File: config.mk
export PLATFORM = sky130hd
export DESIGN_NAME = irq_router_flat
export DESIGN_NICKNAME = d
export VERILOG_FILES = /design/src/rtl/irq_router_if.sv /design/src/rtl/irq_router.sv /design/src/flat_wrapper.sv
export SDC_FILE = /design/constraint.sdc
export NUM_CORES = 1
export LEC_CHECK = 0
export BUFFER_PORTS_ARGS = -buffer_cell sky130_fd_sc_hd__buf_2
export CAP_MARGIN = 10
export CORE_ASPECT_RATIO = 1.1
export CORE_MARGIN = 5
export CORE_UTILIZATION = 53
export CTS_CLUSTER_DIAMETER = 30
export DETAILED_ROUTE_END_ITERATION = 8
export PLACE_DENSITY = 0.73
export SETUP_SLACK_MARGIN = 0.1
export SLEW_MARGIN = 5
export SYNTH_ARGS = -nofsm -noshare
export SYNTH_HDL_FRONTEND = slang
export SYNTH_SLANG_ARGS = --single-unit
File: constraint.sdc
create_clock -name clk -period 1.9 [get_ports clk]
set_clock_uncertainty 0.2 [all_clocks]
set_input_delay 0.095 -clock clk [delete_from_list [all_inputs] [get_ports clk]]
set_output_delay 0.095 -clock clk [all_outputs]
set_load 0.02 [all_outputs]
File: src/rtl/irq_router_if.sv
// Slot interrupt, CPU acknowledge and config-write signals between the Dock and irq_router.
interface irq_router_if #(
    parameter int unsigned NUM_SLOTS = 5,
    parameter int unsigned SLOT_W    = 3
);
    logic [NUM_SLOTS-1:0] slot_irq_n;
    logic                 ack_n;
    logic                 cfg_we;
    logic [7:0]           cfg_addr;
    logic [7:0]           cfg_wdata;
    logic                 cpu_int_n;
    logic                 irq_int_active;
    logic [SLOT_W-1:0]    irq_int_slot;
    logic                 irq_vec_cycle;

    modport master (
        output slot_irq_n, ack_n, cfg_we, cfg_addr, cfg_wdata,
        input  cpu_int_n, irq_int_active, irq_int_slot, irq_vec_cycle
    );

    modport slave (
        input  slot_irq_n, ack_n, cfg_we, cfg_addr, cfg_wdata,
        output cpu_int_n, irq_int_active, irq_int_slot, irq_vec_cycle
    );
endinterface

File: src/rtl/irq_router.sv
// Per-slot interrupt collector/arbiter with CPU acknowledge handshake.
// Optional round-robin arbitration is compiled in with IRQ_ROUND_ROBIN_EN.
module irq_router #(
    parameter int unsigned NUM_SLOTS = 5,
    parameter int unsigned SLOT_W    = 3,
    parameter logic [7:0]  CFG_BASE  = 8'hC0
) (
    input  logic         clk,
    input  logic         rst_n,
    irq_router_if.slave  bus
);
    localparam int unsigned N = NUM_SLOTS;

    typedef enum logic [1:0] {IDLE, ASSERT, ACK} state_t;

    state_t            state, state_next;
    logic [N-1:0]      sync1, sync2, sync_prev;
    logic [N-1:0]      mask, mode, pend, pend_next;
    logic [N-1:0]      req, fall, elig, w1c, ack_clr, slot_oh;
    logic [SLOT_W-1:0] slot, slot_next, win;
    logic              win_vld, ack_take;
    logic              sel_mask, sel_mode, sel_clr;
    logic              cpu_int_n_q, active_q, vec_q;
    logic              unused_wdata;

    assign sel_mask = bus.cfg_we && (bus.cfg_addr == CFG_BASE);
    assign sel_mode = bus.cfg_we && (bus.cfg_addr == 8'(CFG_BASE + 8'd1));
    assign sel_clr  = bus.cfg_we && (bus.cfg_addr == 8'(CFG_BASE + 8'd2));
    assign unused_wdata = ^bus.cfg_wdata;

    // Synchroniser, previous synced value for edge detection, config and pending state
    always_ff @(posedge clk or negedge rst_n) begin
        if (!rst_n) begin
            sync1     <= '1;
            sync2     <= '1;
            sync_prev <= '1;
            mask      <= '0;
            mode      <= '0;
            pend      <= '0;
        end else begin
            sync1     <= bus.slot_irq_n;
            sync2     <= sync1;
            sync_prev <= sync2;
            if (sel_mask) mask <= bus.cfg_wdata[N-1:0];
            if (sel_mode) mode <= bus.cfg_wdata[N-1:0];
            pend      <= pend_next;
        end
    end

    assign req      = ~sync2;
    assign fall     = sync_prev & ~sync2;
    assign slot_oh  = N'(1) << slot;
    assign ack_take = (state == ASSERT) && !bus.ack_n;
    assign w1c      = sel_clr  ? bus.cfg_wdata[N-1:0] : '0;
    assign ack_clr  = ack_take ? slot_oh : '0;

    // Edge slots: a new fall beats any clear in the same cycle; level slots follow req.
    assign pend_next = (mode & (fall | (pend & ~(w1c | ack_clr)))) | (~mode & req);
    assign elig      = pend & mask;

`ifdef IRQ_ROUND_ROBIN_EN
    logic [SLOT_W-1:0] rr_ptr;
    logic [SLOT_W-1:0] idx;

    always_ff @(posedge clk or negedge rst_n) begin
        if (!rst_n)        rr_ptr <= '0;
        else if (ack_take) rr_ptr <= (slot == SLOT_W'(N - 1)) ? '0 : slot + 1'b1;
    end

    // Search upward from rr_ptr, wrapping at N
    always_comb begin
        win     = '0;
        win_vld = 1'b0;
        idx     = '0;
        for (int k = 0; k < int'(N); k++) begin
            idx = SLOT_W'((int'(rr_ptr) + k) % int'(N));
            if (!win_vld && elig[idx]) begin
                win     = idx;
                win_vld = 1'b1;
            end
        end
    end
`else
    // Lowest eligible index wins
    always_comb begin
        win     = '0;
        win_vld = 1'b0;
        for (int i = 0; i < int'(N); i++) begin
            if (!win_vld && elig[i]) begin
                win     = SLOT_W'(i);
                win_vld = 1'b1;
            end
        end
    end
`endif

    always_ff @(posedge clk or negedge rst_n) begin
        if (!rst_n) begin
            state       <= IDLE;
            slot        <= '0;
            cpu_int_n_q <= 1'b1;
            active_q    <= 1'b0;
            vec_q       <= 1'b0;
        end else begin
            state       <= state_next;
            slot        <= slot_next;
            cpu_int_n_q <= (state_next != ASSERT);
            active_q    <= (state_next != IDLE);
            vec_q       <= (state_next == ACK);
        end
    end

    always_comb begin
        state_next = state;
        slot_next  = slot;
        case (state)
            IDLE: begin
                if (win_vld) begin
                    state_next = ASSERT;
                    slot_next  = win;
                end
            end
            ASSERT: begin
                if (!bus.ack_n)               state_next = ACK;
                else if (~|(elig & slot_oh))  state_next = IDLE;
            end
            ACK: begin
                if (bus.ack_n) state_next = IDLE;
            end
            default: state_next = IDLE;
        endcase
    end

    assign bus.cpu_int_n      = cpu_int_n_q;
    assign bus.irq_int_active = active_q;
    assign bus.irq_int_slot   = slot;
    assign bus.irq_vec_cycle  = vec_q;
endmodule
File: src/flat_wrapper.sv
// flat-port wrapper written by rule: the top's interface ports become plain ports
module irq_router_flat 
#(
    parameter int unsigned NUM_SLOTS = 5,
    parameter int unsigned SLOT_W    = 3,
    parameter logic [7:0]  CFG_BASE  = 8'hC0
)
  (clk, rst_n, bus_slot_irq_n, bus_ack_n, bus_cfg_we, bus_cfg_addr, bus_cfg_wdata, bus_cpu_int_n, bus_irq_int_active, bus_irq_int_slot, bus_irq_vec_cycle);
  irq_router_if #(.NUM_SLOTS(NUM_SLOTS), .SLOT_W(SLOT_W)) bus_i ();
  input  logic clk;
  input  logic rst_n;
  input wire logic [$bits(bus_i.slot_irq_n)-1:0] bus_slot_irq_n;
  input wire logic [$bits(bus_i.ack_n)-1:0] bus_ack_n;
  input wire logic [$bits(bus_i.cfg_we)-1:0] bus_cfg_we;
  input wire logic [$bits(bus_i.cfg_addr)-1:0] bus_cfg_addr;
  input wire logic [$bits(bus_i.cfg_wdata)-1:0] bus_cfg_wdata;
  output wire logic [$bits(bus_i.cpu_int_n)-1:0] bus_cpu_int_n;
  output wire logic [$bits(bus_i.irq_int_active)-1:0] bus_irq_int_active;
  output wire logic [$bits(bus_i.irq_int_slot)-1:0] bus_irq_int_slot;
  output wire logic [$bits(bus_i.irq_vec_cycle)-1:0] bus_irq_vec_cycle;
  assign bus_i.slot_irq_n = bus_slot_irq_n;
  assign bus_i.ack_n = bus_ack_n;
  assign bus_i.cfg_we = bus_cfg_we;
  assign bus_i.cfg_addr = bus_cfg_addr;
  assign bus_i.cfg_wdata = bus_cfg_wdata;
  assign bus_cpu_int_n = bus_i.cpu_int_n;
  assign bus_irq_int_active = bus_i.irq_int_active;
  assign bus_irq_int_slot = bus_i.irq_int_slot;
  assign bus_irq_vec_cycle = bus_i.irq_vec_cycle;
  irq_router #(.NUM_SLOTS(NUM_SLOTS), .SLOT_W(SLOT_W), .CFG_BASE(CFG_BASE)) u_core (.clk(clk), .rst_n(rst_n), .bus(bus_i));
endmodule
==> impl_metrics.toml, run 1 <==
[yosys]
yosysWarnings = 0
ys_types = 29
synthCells = 117
synth_area_um2 = 1550
ys_seq_area_share_pct = 62.5
ys_ff_latch = 38
syn-num-nets = 142
avgSynthCellArea_um2 = 13.3

[placed_design]
dp.cells = 178
place_area_um2 = 1740
dp_hpwl_um = 2040
port-buffer-count = 27
place.gp.congestion = 0.861
dp_slack_ns = 0.240

[drt]
met1_length_um = 1170
drt_pass1_iterations = 4
vias = 1083
top_layer_used = "met4"
drt_iter0_drc = 46
wl_um = 2980
vias_per_cell = 5.42
met2_length_um = 1520
drc = 0
met3_length_um = 145
routedWlPerCell_um = 14.9
antenna_left = 0

[finish]
final_area_um2 = 1940
fillers = 205
diodes = 0
multi_input_area_um2 = 557
final_nets = 191
drive_above_1_share_pct = 41.9
ff_latch_area_um2 = 971
syn_to_final_growth_pct = 24.7
instances_no_fill = 200

[timing]
final_hold_viol_count = 0
clock.fmax_mhz = 601
fin_ws_ns = 0.237
period_share_pct = 87.5
slew_viol_final = 0
tightest_slew_ns = 0.795
setup_tns_ns = 0
slew_headroom_pct = 47.0
layout_min_cycle_time_ns = 1.66
finalSetupViolations = 0
rsz0062_at_grt = "no"

[global_route]
grt_max_degree = 39
antenna_found_initial = 0
grt_pass1_vias = 1145
grt_pass1_wl_um = 5010
grt_overflow = 0
grt_use_total_pct = 17.7

[die]
rows = 20
core_um2 = 2800
dieArea_um2 = 4120
fp.dieW_um = 61.6
initial_core_util_pct = 55.4
pin_count = 31
die_h_um = 66.8

[clock_network]
path_clk_slew_ns = 0.11
clockRootBuffer = "clkbuf_4"
clock_latency_ns = 0.35
clockBufferDepth = 2
cts_tree = "yes"
postCtsSetupRepairBufs = 0
cts_made_buffers = 5
htree_num_levels = 2
cts_sinks = 38

[worst_setup_path]
r2r_cells = 3
r2r-end = "u_core.state[0]$_DFF_PN0_"
crit_fanout = 6
crit_start = "u_core.bus.irq_int_slot[1]$_DFFE_PN0P_"
crit_path_end_kind = "register"
critPathLaunchType = "register"
r2r_start = "u_core.bus.irq_int_slot[1]$_DFFE_PN0P_"
r2r_setup_slack_ns = 0.24
required_ns = 2.00
crit_arrival_ns = 1.76
endpoint = "u_core.state[0]$_DFF_PN0_"
critPathKind = "reg -> reg"

[pwr]
power_mw = 1.68
ir_drop_mv = 0.607
p_leak_nw = 0.910
p_per_area_nw_per_um2 = 866

[flow_run]
cap_violations = 0

[min_path]
hold_path_depth = 4
holdCritPathClass = "in -> reg"

[outcome]
outcome = "finished clean"
-- flip-flops by register name (all words and copies together) (netlist names), 2 cells and up --
name / cells
u_core.mask: 5
u_core.mode: 5
u_core.pend: 5
u_core.sync1: 5
u_core.sync2: 5
u_core.sync_prev: 5
u_core.bus.irq_int_slot: 3
u_core.state: 2
-- cell type report --
| type | count | share of cell area, % |
|---|---|---|
| clock buffer | 7 | 2.84 |
| clock inverter | 1 | 0.258 |
| inverter | 7 | 1.36 |
| multi-input combinational | 72 | 28.7 |
| sequential | 38 | 50.1 |
| tap | 33 | 2.13 |
| timing repair buffer | 42 | 14.6 |
-- metal layers --
layer  vias up  GRT usage [%]
met1       524           18.9
li1        525              -
met3        12           4.07
met5         -              0
met2        22           29.2
met4         0           13.5
-- stage by stage --
step                hold slack, ns  utilization [%]
detailed placement         0.00116             62.0
CTS                         0.0481             69.2
floorplan                   -0.401                -
global placement         -0.000608             62.0
finish                      0.0591             69.2
global route                0.0588             69.2
-- synth_stat cells, drive strengths merged --
library cell	count	area share [%]
dfrtp	22	35
dfstp	16	27
nand2	15	3.8
mux2	11	8.0
inv	7	1.7
a21oi	6	1.9
nor2	6	1.4
a41o	5	3.2
nand3	4	1.3
nand4	3	1.2
a21boi	2	0.97
a22oi	2	0.97
nand3b	2	0.97
nor3	2	0.97
nor4	2	2.7
a31oi	1	0.40
and3	1	0.40
mux4	1	1.4
nand4b	1	1.5
nor3b	1	0.48
nor4b	1	0.97
o2111ai	1	0.56
o21ai	1	0.32
o22ai	1	0.40
or3	1	0.72
or3b	1	0.56
xnor2	1	0.56
-- worst min path at each step --
stage	endpoint	startpoint	slack, ns
2_1_floorplan	u_core.bus.irq_int_active$_DFF_PN0_	rst_n	-0.40
3_5_place_dp	u_core.sync1[3]$_DFF_PN1_	bus_slot_irq_n[3]	0.001
6_report	u_core.mask[4]$_DFFE_PN0P_	bus_cfg_addr[5]	0.06
5_1_grt	u_core.mask[3]$_DFFE_PN0P_	bus_cfg_addr[5]	0.06
4_1_cts	u_core.mask[3]$_DFFE_PN0P_	bus_cfg_addr[5]	0.05
3_3_place_gp	u_core.sync1[3]$_DFF_PN1_	bus_slot_irq_n[3]	-0.0006
-- critical path, stage by stage, from the launching register on --
cell	delay, ns
dfrtp_1	0.48
mux4_2	0.56
nor3_1	0.23
or3b_1	0.14
-- power breakdown --
part / total (mW) / switching, mW / internal [mW]
registers: 0.965 / 0.0723 / 0.893
logic: 0.279 / 0.152 / 0.127
clock network: 0.434 / 0.255 / 0.179
-- cells in the final DEF, fill, tap and decap left out, drive strengths merged, types with 2 or more instances in the layout --
master	instances
clkbuf	7
a22oi	2
nand2	15
a41o	5
nor2	6
buf	28
a21oi	6
dfrtp	22
dfstp	16
a21boi	2
nand3b	2
nor3	2
nand3	4
nor4	2
nand4	3
dlygate4sd3	14
inv	7
mux2	11
-- kinds of logic after synthesis --
family	share of synthesized area [%]
AO/OA/AOI/OAI	8.78
XOR/XNOR	0.564
buffers and inverters	1.69
flip-flops	62.5
multiplexers	9.42
AND/OR/NAND/NOR	17.1
-- repair_timing --
item / CTS / global route
endpoints found under the hold margin: 46 / 0
hold buffers: 14 / 0
gates resized for setup: 0 / 0
No activity file was read; power rests on OpenSTA's default activity.
==> run 2, diff against run 1 <==
--- a/config.mk
+++ b/config.mk
@@ -5,14 +5,15 @@
 export SDC_FILE = /design/constraint.sdc
 export NUM_CORES = 1
 export LEC_CHECK = 0
+export ABC_AREA = 1
 export BUFFER_PORTS_ARGS = -buffer_cell sky130_fd_sc_hd__buf_2
 export CAP_MARGIN = 10
 export CORE_ASPECT_RATIO = 1.1
 export CORE_MARGIN = 5
-export CORE_UTILIZATION = 53
+export CORE_UTILIZATION = 54
 export CTS_CLUSTER_DIAMETER = 30
 export DETAILED_ROUTE_END_ITERATION = 8
-export PLACE_DENSITY = 0.73
+export PLACE_DENSITY = 0.74
 export SETUP_SLACK_MARGIN = 0.1
 export SLEW_MARGIN = 5
 export SYNTH_ARGS = -nofsm -noshare
==> run 2 against run 1 <==
Effect of this change:
- sequential share of layout area is 3.9 points lower
- critical path type is now in -> reg
- sequential power decreased by 2.8%
- clock power grew 1%
- global-route usage decreased by 1.4 points
- highest routed layer unchanged
- critical path depth increased by 3
- register-to-register slack improved by 0.27 ns
- count of clock-buffer cells in the layout decreased by 1
- die area up 2.9%
- via count rose by 17%
==> impl_metrics.toml, run 2 <==
[die]
initial_core_util_pct = 54.7
pin_count = 31
fp.dieW_um = 62.5
core_um2 = 3000
rows = 21
dieArea_um2 = 4240
die_h_um = 67.8

[flow_run]
cap_violations = 0

[timing]
setup_tns_ns = 0
finalSetupViolations = 0
slew_headroom_pct = 46.9
tightest_slew_ns = 0.796
rsz0062_at_grt = "no"
layout_min_cycle_time_ns = 1.78
period_share_pct = 93.9
final_hold_viol_count = 0
slew_viol_final = 0
clock.fmax_mhz = 560

[finish]
syn_to_final_growth_pct = 28.3
final_common_cell = "nand2_1"
fillers = 227
final_nets = 247
final_area_um2 = 2100
drive_above_1_share_pct = 31.4
final_cell_mix = "nand2_1 (38), buf_2 (27), inv_1 (24)"
diodes = 0

[worst_setup_path]
crit_chain = "dlygate4sd3_1 > buf_2 > nor2_4 > nand3b_4 > dlygate4sd3_1 > o21ai_1"
crit_arrival_ns = 1.86
r2r_setup_slack_ns = 0.51
crit_fanout = 4
critPathKind = "in -> reg"
cpPeakStageDelay_ns = 0.66
slowest_stage = "dlygate4sd3_1"
required_ns = 1.97
crit_path_end_kind = "register"
path_common_cell = "dlygate4sd3_1"
r2r_cells = 3
critPathLaunchType = "input pin"

[yosys]
yosysWarnings = 0
synth_area_um2 = 1640
synth_flop_cell = "dfrtp_1"
ys_ff_latch = 38
syn-num-nets = 191
synth_commonest_cells = "nand2_1 (38), inv_1 (24), dfrtp_1 (22)"
avgSynthCellArea_um2 = 9.87
synth_top_area_share_pct = 33.6
yosysMostFrequentCell = "nand2_1"
netlist_top_cells_area = "dfrtp_1 (34%), dfstp_2 (26%), nand2_1 (8.7%)"
synth_top_cell_by_area = "dfrtp_1"
ys_seq_area_share_pct = 59.3
synth_edf_count = 0
synthCells = 166
async_flop_share_pct = 100
ys_types = 23

[placed_design]
place_area_um2 = 1820
port-buffer-count = 27
place.gp.congestion = 0.953
dp_hpwl_um = 2080

[drt]
vias = 1272
routedWlPerCell_um = 12.1
antenna_left = 0
drc = 0
drt_pass1_iterations = 4
vias_per_cell = 4.95
wl_um = 3120
drt_iter0_drc = 58

[clock_network]
clockBufferDepth = 2
cts_tree = "yes"
postCtsSetupRepairBufs = 0
clock_latency_ns = 0.34
htree_num_levels = 2
clockRootBuffer = "clkbuf_4"
cts_sinks = 38
path_clk_slew_ns = 0.11
cts_made_buffers = 5

[global_route]
grt_pass1_vias = 1250
antenna_found_initial = 0
grt_max_degree = 39
grt_overflow = 0
grt_pass1_wl_um = 5400
grt_use_total_pct = 16.3

[outcome]
outcome = "finished clean"

[pwr]
p_per_area_nw_per_um2 = 799
power_mw = 1.68
ir_drop_mv = 0.631
p_leak_nw = 1.06

[min_path]
hold_path_depth = 7
holdCritPathClass = "in -> reg"
run 2: final timing paths:
check / start / to
worst min register to register: u_core.sync1[0]$_DFF_PN1_ / u_core.sync2[0]$_DFF_PN1_
min in group asynchronous: rst_n / u_core.bus.irq_int_slot[1]$_DFFE_PN0P_
worst min-delay path: bus_cfg_addr[0] / u_core.pend[3]$_DFF_PN0_
max in group asynchronous: rst_n / u_core.mode[0]$_DFFE_PN0P_
worst max-delay path: bus_cfg_addr[3] / u_core.mode[3]$_DFFE_PN0P_
worst max register to register: u_core.mode[2]$_DFFE_PN0P_ / u_core.mode[2]$_DFFE_PN0P_
run 2: area by class of cell:
| cell class | count | area (µm²) | share of cell area [%] |
|---|---|---|---|
| Sequential cell | 38 | 971 | 46.2 |
| Clock buffer | 6 | 51.3 | 2.44 |
| Timing Repair Buffer | 49 | 358 | 17.0 |
| Clock inverter | 2 | 12.5 | 0.595 |
| Tap cell | 34 | 42.5 | 2.02 |
| Inverter | 25 | 93.8 | 4.46 |
| Multi-Input combinational cell | 103 | 573 | 27.3 |
run 2: timing repair:
action	in CTS	in global routing
hold buffers	22	0
gates resized for setup	0	1
endpoints found under the hold margin	47	0
setup endpoints to repair	0	4
run 2: metal layers:
| metal | global-route usage [%] | up-vias | routed length [µm] |
|---|---|---|---|
| li1 | - | 639 | - |
| met1 | 20.2 | 587 | 1370 |
| met2 | 26.9 | 42 | 1500 |
| met3 | 4.83 | 4 | 212 |
| met4 | 6.90 | 0 | 31 |
| met5 | 0 | - | 0 |
run 2: cell families after synthesis:
kind of cell	after synthesis	synth area share (%)
DFF	38	59.3
AOI/OAI and AO/OA	21	8.94
and+or+nand+nor	82	26.1
buffers and inverters	25	5.73
run 2: through the flow:
step | std cells | utilization, % | worst slack (ns) | hold WS [ns]
6_report | 257 | 70.2 | 0.115 | 0.0486
5_1_grt | 257 | 70.2 | 0.117 | 0.0500
4_1_cts | 257 | 70.1 | 0.123 | 0.0252
3_5_place_dp | 227 | 60.6 | 0.575 | 0.00177
3_3_place_gp | 227 | 60.6 | 0.605 | -0.000463
2_1_floorplan | 166 | - | 0.564 | -0.401
run 2: worst max-delay path, delay by kind of cell:
kind / cells / cell delay [ns]
simple gates: 2 / 0.27
compound gates: 1 / 0.16
buf+inv: 3 / 1.33
run 2: power breakdown:
group,total [mW],switching (mW),internal [mW],leakage [nW]
registers,0.938,0.0486,0.889,0.459
logic,0.302,0.188,0.114,0.564
clock network,0.440,0.262,0.178,0.0343
total,1.68,0.499,1.18,1.06
==> run 3, diff against run 2 <==
--- a/config.mk
+++ b/config.mk
@@ -8,12 +8,12 @@
 export ABC_AREA = 1
 export BUFFER_PORTS_ARGS = -buffer_cell sky130_fd_sc_hd__buf_2
 export CAP_MARGIN = 10
-export CORE_ASPECT_RATIO = 1.1
+export CORE_ASPECT_RATIO = 0.75
 export CORE_MARGIN = 5
-export CORE_UTILIZATION = 54
+export CORE_UTILIZATION = 48
 export CTS_CLUSTER_DIAMETER = 30
 export DETAILED_ROUTE_END_ITERATION = 8
-export PLACE_DENSITY = 0.74
+export PLACE_DENSITY = 0.69
 export SETUP_SLACK_MARGIN = 0.1
 export SLEW_MARGIN = 5
 export SYNTH_ARGS = -nofsm -noshare
==> constraint.sdc (replaced) <==
create_clock -name clk -period 1.55 [get_ports clk]
set_clock_uncertainty 0.2 [all_clocks]
set_input_delay 0.0775 -clock clk [delete_from_list [all_inputs] [get_ports clk]]
set_output_delay 0.0775 -clock clk [all_outputs]
set_load 0.02 [all_outputs]
==> run 3 against run 2 <==
Effect of this change:
- highest routed layer unchanged
- critical path type unchanged
- critical endpoint unchanged
- non-clock buffer count decreased by 5
- flip-flop and latch count unchanged
- core utilization decreased by 5.8 points
- hold slack got worse by 0.026 ns
==> impl_metrics.toml, run 3 (same netlist as run 2, synthesis figures left out) <==
[outcome]
outcome = "finished clean"

[die]
core_um2 = 3290
fp.dieW_um = 77.5
initial_core_util_pct = 49.8
dieArea_um2 = 4690
rows = 18
pin_count = 31
die_h_um = 60.6

[flow_run]
cap_violations = 0

[min_path]
hold_path_depth = 6
holdCritPathClass = "in -> reg"

[drt]
drt_pass1_iterations = 4
routedWlPerCell_um = 12.4
vias_per_cell = 4.90
drc = 0
antenna_left = 0
drt_iter0_drc = 31
wl_um = 3210
vias = 1264

[timing]
clock.fmax_mhz = 730
finalSetupViolations = 0
layout_min_cycle_time_ns = 1.37
final_hold_viol_count = 0
slew_viol_final = 0
period_share_pct = 88.4
tightest_slew_ns = 0.435
rsz0062_at_grt = "no"
setup_tns_ns = 0
fin_ws_ns = 0.179
slew_headroom_pct = 71.0

[worst_setup_path]
required_ns = 1.52
slowest_stage = "dlygate4sd3_1"
crit_path_end_kind = "register"
crit_chain = "dlygate4sd3_1 > buf_2 > nor3_4 > nand3b_4 > nand2_1 > o21ai_1"
r2r_setup_slack_ns = 0.18
crit_arrival_ns = 1.35
crit_fanout = 10
critPathLaunchType = "input pin"
r2r_cells = 6
critPathKind = "in -> reg"
cpPeakStageDelay_ns = 0.53

[pwr]
p_leak_nw = 1.06
power_mw = 2.21
p_per_area_nw_per_um2 = 1040
ir_drop_mv = 0.690

[finish]
syn_to_final_growth_pct = 29.2
fillers = 274
multi_input_area_um2 = 594
ff_latch_area_um2 = 971
drive_above_1_share_pct = 34.4
final_common_cell = "nand2_1"
final_nets = 242
diodes = 0
final_cell_mix = "nand2_1 (38), buf_2 (27), inv_1 (24)"

[clock_network]
cts_tree = "yes"
clockBufferDepth = 2
cts_made_buffers = 5
clockRootBuffer = "clkbuf_8"
htree_num_levels = 2
clock_latency_ns = 0.29
cts_sinks = 38
path_clk_slew_ns = 0.07

[global_route]
gr-max-usage-layer = "met2"
grt_pass1_wl_um = 5580
met2_usage_pct = 27.3
grt_max_degree = 21
grt_overflow = 0
grtUsageMet1_pct = 17.8
grt_use_total_pct = 15.5
grt_pass1_vias = 1301
grtUsageMet3_pct = 4.30
antenna_found_initial = 0

[placed_design]
dp_hpwl_um = 2340
place.gp.congestion = 0.863
dp_slack_ns = 0.194
port-buffer-count = 27
[run 3: cell types whose count changed in the layout (fill, tap and decap cells not counted), sizes merged]
cell / delta
buf: +2
clkbuf: +1
clkinvlp: -1
dlygate4sd3: -7
[run 3: layer usage]
layer,up-vias,wire length (µm),share of wire [%]
li1,634,-,-
met1,601,1330,41
met4,0,65,2.0
met5,-,0,0
met2,22,1680,52
met3,7,136,4.2
[run 3: worst max-delay path, delay by kind of cell]
family / cells / cell delay (ns)
compound gates: 1 / 0.06
simple gates: 3 / 0.49
buf+inv: 2 / 0.71
[run 3: report_power, final]
group / leakage (nW) / internal [mW] / total, mW / switching, mW
logic: 0.549 / 0.141 / 0.376 / 0.235
registers: 0.459 / 1.09 / 1.15 / 0.0586
clock network: 0.0482 / 0.358 / 0.685 / 0.326
[run 3: worst paths after layout]
check                                                from                              to
worst max-delay path                      bus_cfg_addr[1]      u_core.mode[3]$_DFFE_PN0P_
worst min-delay path                      bus_cfg_addr[3]      u_core.mask[0]$_DFFE_PN0P_
worst max register to register  u_core.state[0]$_DFF_PN0_  u_core.bus.cpu_int_n$_DFF_PN1_
worst min register to register  u_core.sync1[2]$_DFF_PN1_       u_core.sync2[2]$_DFF_PN1_
max in group asynchronous                           rst_n       u_core.sync1[2]$_DFF_PN1_
min in group asynchronous                           rst_n      u_core.mode[3]$_DFFE_PN0P_
[run 3: layout make-up]
class / count / area share [%]
Clock inverter: 1 / 0.237
Sequential cell: 38 / 45.9
Multi-Input combinational cell: 103 / 28.1
Tap cell: 40 / 2.37
Inverter: 25 / 4.44
Clock buffer: 7 / 4.08
Timing Repair Buffer: 44 / 14.9
[run 3: what timing repair did]
action                     CTS  global route
hold buffers                15             0
resized for setup            0             6
hold endpoints to repair    55             0
buffers inserted             0             1
setup endpoints to repair    0            13
[run 3: metrics by stage]
step / hold WS (ns) / utilization [%] / cell area [µm²] / std cells
finish: 0.0221 / 64.3 / 2120 / 258
global route: 0.0382 / 64.3 / 2120 / 258
CTS: -0.0151 / 63.4 / 2080 / 257
detailed placement: -0.152 / 56.1 / 1840 / 234
global placement: -0.160 / 56.1 / 1840 / 234
floorplan: -0.418 / - / 1640 / 166
